## config.mk

```make
export PLATFORM = sky130hd
export DESIGN_NAME = proj_tt_sweeper
export DESIGN_NICKNAME = d
export VERILOG_FILES = /design/src/rtl/proj_tt_sweeper.sv
export SDC_FILE = /design/constraint.sdc
export NUM_CORES = 1
export LEC_CHECK = 0
export ABC_AREA = 0
export CORE_MARGIN = 2
export CORE_UTILIZATION = 49
export CTS_CLUSTER_SIZE = 14
export DETAILED_ROUTE_END_ITERATION = 8
export GPL_TIMING_DRIVEN = 0
export PLACE_DENSITY = 0.88
export SYNTH_ARGS = -nofsm -noshare
export SYNTH_HDL_FRONTEND = slang
export SYNTH_SLANG_ARGS = --single-unit
```

## constraint.sdc

```tcl
create_clock -name clk -period 2.6 [get_ports clk]
set_clock_uncertainty 0.2 [all_clocks]
set_input_delay 0.26 -clock clk [delete_from_list [all_inputs] [get_ports clk]]
set_output_delay 0.26 -clock clk [all_outputs]
set_load 0.005 [all_outputs]
```

## src/rtl/proj_tt_sweeper.sv

```systemverilog
// Sweeps the three projection inputs of an external evaluator over a latched base
// vector, captures the 8-entry truth table and compares it with an expected table.
module proj_tt_sweeper #(
  parameter int IDX0     = 1,
  parameter int IDX1     = 2,
  parameter int IDX2     = 3,
  parameter int EVAL_LAT = 0
) (
  input  logic        clk,
  input  logic        rst_n,
  input  logic        start,
  input  logic [23:0] base_vec,
  input  logic [7:0]  exp_tt,
  output logic [23:0] eval_x,
  input  logic        eval_y,
  output logic        busy,
  output logic        done,
  output logic [7:0]  tt,
  output logic        match
);

  typedef enum logic [1:0] {IDLE, ISSUE, DRAIN, DONE} state_t;

  state_t      state;
  state_t      state_nxt;
  logic [2:0]  cnt;
  logic [23:0] base_q;
  logic [7:0]  exp_q;
  logic        accept;
  logic        issuing;
  logic        cap_vld;
  logic [2:0]  cap_idx;
  logic        pend;

  if (IDX0 == IDX1 || IDX0 == IDX2 || IDX1 == IDX2) begin : g_idx_overlap
    $error("proj_tt_sweeper: IDX0/IDX1/IDX2 must be distinct");
  end
  if (IDX0 < 0 || IDX0 > 23 || IDX1 < 0 || IDX1 > 23 || IDX2 < 0 || IDX2 > 23) begin : g_idx_range
    $error("proj_tt_sweeper: IDX parameters must lie in 0..23");
  end
  if (EVAL_LAT < 0 || EVAL_LAT > 4) begin : g_lat_range
    $error("proj_tt_sweeper: EVAL_LAT must lie in 0..4");
  end

  function automatic logic [23:0] sweep_pattern(input logic [23:0] base, input logic [2:0] i);
    logic [23:0] x;
    x       = base;
    x[IDX0] = i[0];
    x[IDX1] = i[1];
    x[IDX2] = i[2];
    return x;
  endfunction

  assign accept  = (state == IDLE) && start;
  assign issuing = (state == ISSUE);

  always_ff @(posedge clk or negedge rst_n) begin
    if (!rst_n) state <= IDLE;
    else        state <= state_nxt;
  end

  always_comb begin
    state_nxt = state;
    case (state)
      IDLE:    if (start) state_nxt = ISSUE;
      ISSUE:   if (cnt == 3'd7) state_nxt = DRAIN;
      DRAIN:   if (!pend) state_nxt = DONE;
      DONE:    state_nxt = IDLE;
      default: state_nxt = IDLE;
    endcase
  end

  always_comb begin
    busy = (state != IDLE);
    done = (state == DONE);
  end

  // Tag delay line: the index emerging at its tail is the one eval_y answers now.
  if (EVAL_LAT == 0) begin : g_comb_eval
    assign cap_vld = issuing;
    assign cap_idx = cnt;
    assign pend    = 1'b0;
  end else begin : g_pipe_eval
    logic [EVAL_LAT-1:0] vld_p;
    logic [2:0]          idx_p [EVAL_LAT];

    always_ff @(posedge clk or negedge rst_n) begin
      if (!rst_n) begin
        vld_p <= '0;
        for (int k = 0; k < EVAL_LAT; k++) idx_p[k] <= 3'd0;
      end else begin
        vld_p[0] <= issuing;
        idx_p[0] <= cnt;
        for (int k = 1; k < EVAL_LAT; k++) begin
          vld_p[k] <= vld_p[k-1];
          idx_p[k] <= idx_p[k-1];
        end
      end
    end

    assign cap_vld = vld_p[EVAL_LAT-1];
    assign cap_idx = idx_p[EVAL_LAT-1];
    assign pend    = |vld_p;
  end

  always_ff @(posedge clk or negedge rst_n) begin
    if (!rst_n) begin
      cnt    <= 3'd0;
      base_q <= '0;
      exp_q  <= '0;
      eval_x <= '0;
      tt     <= '0;
      match  <= 1'b0;
    end else begin
      if (accept) begin
        base_q <= base_vec;
        exp_q  <= exp_tt;
        tt     <= '0;
        cnt    <= 3'd0;
        eval_x <= sweep_pattern(base_vec, 3'd0);
      end else if (issuing && cnt != 3'd7) begin
        cnt    <= cnt + 3'd1;
        eval_x <= sweep_pattern(base_q, cnt + 3'd1);
      end
      if (cap_vld) tt[cap_idx] <= eval_y;
      // Delay line empty means tt already holds its final value.
      if (state == DRAIN && !pend) match <= (tt == exp_q);
    end
  end

endmodule

```

==> Implementation_results.wiki <==
{| class="wikitable"
! Metric !! Value
|-
| Placed wire-length estimate || slightly above 4000 um
|-
| Share of synthesized flip-flops with an asynchronous set or reset || 100.0%
|-
| Maximum ir drop on the vdd rail || 0.6722 mV
|-
| Combinational Power Share || between 40% and 50%
|-
| Launch instance of the worst register-to-register path || eval_x[1]
|-
| Launch point of the critical path || eval_x[1]
|-
| Number of flops mapped to enable cells by yosys || 0
|-
| Synth Area per Inst || around 14 um^2
|-
| Area share of the largest cell type after synthesis || 56.59%
|-
| Kind of cell adding the most delay to the critical path || flip-flops
|-
| Endpoint type of the worst setup path || flip-flop
|-
| Clock-pin slew of the registers on the worst-case setup and hold paths || approximately 0.07 ns
|-
| CTS Sinks || 64
|-
| FILL cells || about 390
|-
| Prevailing post-synth register cell || dfrtp_1
|-
| Number of primary I/O pins || 71
|-
| Per-cell routed wire length || 16.05 um
|-
| Routed via count divided by cell count || roughly 5
|-
| Post-synth top area cell || dfrtp_1
|-
| Power per cell area || 1312 mW/mm^2
|-
| Count of buffer and inverter cells on the critical path || 2
|-
| Antenna Nets Post-Route || 0
|-
| Pin slew with the least headroom to its limit || 0.7483 ns
|-
| Initial core utilization || 51.08%
|-
| CTS Root Buffer Type || clkbuf_8
|-
| Number of pins exceeding their max-slew limit in the final report || 0
|-
| Critical path's slowest cell || dfrtp_1
|-
| Crit Path Class || reg -> reg
|-
| Number of nets in the finished design || between 300 and 400
|-
| Maximum frequency from static timing analysis || ~470 MHz
|-
| Post-route DRC || 0
|-
| Synth unique cells || 31
|-
| # port buffers || 67
|-
| Combined area of all synthesized cells || around 0.0028 mm^2
|-
| Clock tree from TritonCTS || done
|-
| Detailed-routing iteration count for the pre-antenna-repair pass || 4
|-
| Data arrival time of the critical path || between 2 and 2.5 ns
|-
| Number of antenna violations at the first check in global routing || 0
|-
| Pin count of the biggest net entering global routing || 35
|-
| Via count of the first global-routing pass || around 1,900
|-
| Last weighted congestion value of the routability-driven placer || approximately 0.8
|-
| Headroom to the max-slew limit || roughly 50%
|-
| Portion of total power attributed to sequential cells || 34.9%
|-
| Routed via count || between 1,500 and 2,000
|-
| Power spent charging and discharging nets || 1485 uW
|-
| Largest driver fanout on the critical path || 10
|-
| Leakage power total || around 0.0018 uW
|-
| Dominant cell type by count on the critical path || ha_1
|-
| GRT Residual Overflow || 0
|-
| Post-synthesis to final-layout area growth || 36.69%
|-
| Global-route wire length before repair || about 9200 um
|-
| Most instantiated cells after synthesis || dfrtp_1, mux2_4, nand2_1
|-
| Die boundary width || around 80 um
|-
| Number of storage elements in the synthesis netlist || 64
|-
| Number of endpoints with negative hold slack in the final report || 0
|-
| Max cap viols || 0
|-
| Path class of the lowest-slack min-delay path || in -> reg
|-
| Final-report setup violation count || 0
|-
| Clock latency reported for the late side of the worst-skew pair || about 0.34 ns
|-
| Ratio of cells with drive above 1 in the final layout || 24.56%
|-
| Hold Crit Start || exp_tt[2]
|-
| Clk pwr share || a little over a fifth
|-
| Cell internal pwr || between 3000 and 4000 uW
|-
| Ordered list of cells on the worst path || ha_1 > ha_1 > nor2b_1 > buf_2 > or2_4 > buf_6 > mux2_4
|-
| Dominant cell by count in the synthesized netlist || dfrtp_1
|-
| Clock buffer depth || 2
|-
| Number of placement rows || 27
|-
| Antenna diodes || 0
|-
| Final Worst Setup Slack || about 0.47 ns
|-
| Switching power as a share of total power || about 29%
|-
| Final Routed Wirelength || approximately 5700 um
|-
| Syn nets || approximately 240
|-
| Global-route total usage across every layer || between 10% and 20%
|-
| Number of clock buffers inserted by TritonCTS || 9
|-
| Seq/Total Area, Yosys || between 50 and 60%
|-
| Area enclosed by the die boundary || 0.006400 mm^2
|-
| Number of violations reported at the end of detailed-routing iteration 0 || 91
|-
| Final critical-path share of the clock period || about four fifths
|-
| Req. time, crit path || ~2.6 ns
|-
| Outcome || complete, no violations
|-
| Pre-CTS setup slack || around 0.46 ns
|-
| Count of synthesis-stage warnings from yosys || 0
|-
| Largest incremental delay on the critical path || roughly 0.47 ns
|-
| Leading cell types by total area after synthesis || dfrtp_1, mux2_4, nand2_1
|-
| Number of instances in the synthesized netlist || 200
|-
| Placeable core region || around 0.0055 mm^2
|-
| Post-Route Hold Slack || about 0.25 ns
|-
| Unrepaired setup endpoints after global routing || no
|-
| Die height || 80 um
|-
| H-tree lvl count || 3
|-
| CP startpoint kind || flip-flop
|-
| Final critical path time including I/O delays and setup || 2.127 ns
|}
==> power by group through the flow <==
stage | logic [uW] | registers, uW | clock network (uW)
6_report | 2230 | 1770 | 1070
5_1_grt | 2430 | 1820 | 1140
4_1_cts | 2260 | 1780 | 1090
3_5_place_dp | 2240 | 1790 | 0
3_3_place_gp | 2170 | 1760 | 0
2_1_floorplan | 1430 | 1740 | 0
==> cell families after synthesis <==
family                   synth area share (%)
flip-flops                              56.59
multiplexers                            23.56
AND/OR/NAND/NOR                         7.869
buffers and inverters                   3.404
AO/OA/AOI/OAI                           3.139
XOR/XNOR                                2.785
adder cells (fa/ha/maj)                 2.652
==> cells in the final DEF (no fill, tap or decap), types with 4 or more instances in the layout <==
cell / instances
clkbuf_8: 10
clkdlybuf4s50_1: 66
mux2_2: 4
nand2_1: 29
dfrtp_1: 64
mux2i_1: 4
ha_1: 6
buf_6: 5
xor2_1: 8
mux2_4: 38
inv_1: 5
==> per-layer routing <==
layer	track usage (%)	vias up	part of all wire (%)
met4	7.288	0	1.3
met2	30.75	73	46
met1	25.13	893	46
met5	0	-	0
met3	5.995	9	7.5
li1	-	848	-
==> timing repair <==
action,CTS,global route
hold buffers,1,0
resized for setup,0,0
endpoints found under the setup margin,0,0
setup buffers,0,0
endpoints found under the hold margin,33,0
==> path summary, 6_finish.rpt <==
| kind | end | slack (ns) | cells after the start |
|---|---|---|---|
| setup / recovery | eval_x[22] | 0.47 | 7 |
| hold reg to reg | base_q[22] | 0.29 | 1 |
| setup reg to reg | eval_x[22] | 0.47 | 7 |
| min in group asynchronous | eval_x[5] | 0.32 | 2 |
| max in group asynchronous | exp_q[6] | 1.25 | 3 |
| hold / removal | exp_q[2] | 0.25 | 3 |
==> registers in the layout, summed over array words and instances, names as in the netlist <==
register	cells
base_q	21
tt	8
eval_x	24
state	2
exp_q	8
match	1
==> area by class of cell <==
cell class	instances	area, um^2	share of cell area [%]
plain buffers	10	77.57	2.005
clock buffers	10	137.6	3.558
clock inverters	6	115.1	2.975
inverters	5	18.77	0.4851
multi-input cells	121	1132	29.27
flip-flops and latches	64	1602	41.40
well taps	72	90.09	2.329
repair buffers	69	695.7	17.98
==> tightest hold or removal path: stages <==
cell,delay (ns)
clkdlybuf4s50_1,0.39
nand2_1,0.05
nand2_1,0.04
==> per-stage QoR <==
step           total power (uW)  area, um^2  std cells  utilization [%]  setup TNS (ns)
2_1_floorplan              3172        2830        200                -               0
4_1_cts                    5131        3869        357            69.83               0
3_5_place_dp               4024        3606        340            65.09               0
3_3_place_gp               3933        3591        339            64.81          -58.32
6_report                   5076        3869        357            69.83               0
5_1_grt                    5387        3869        357            69.83               0
No activity file was read; power rests on OpenSTA's default activity.
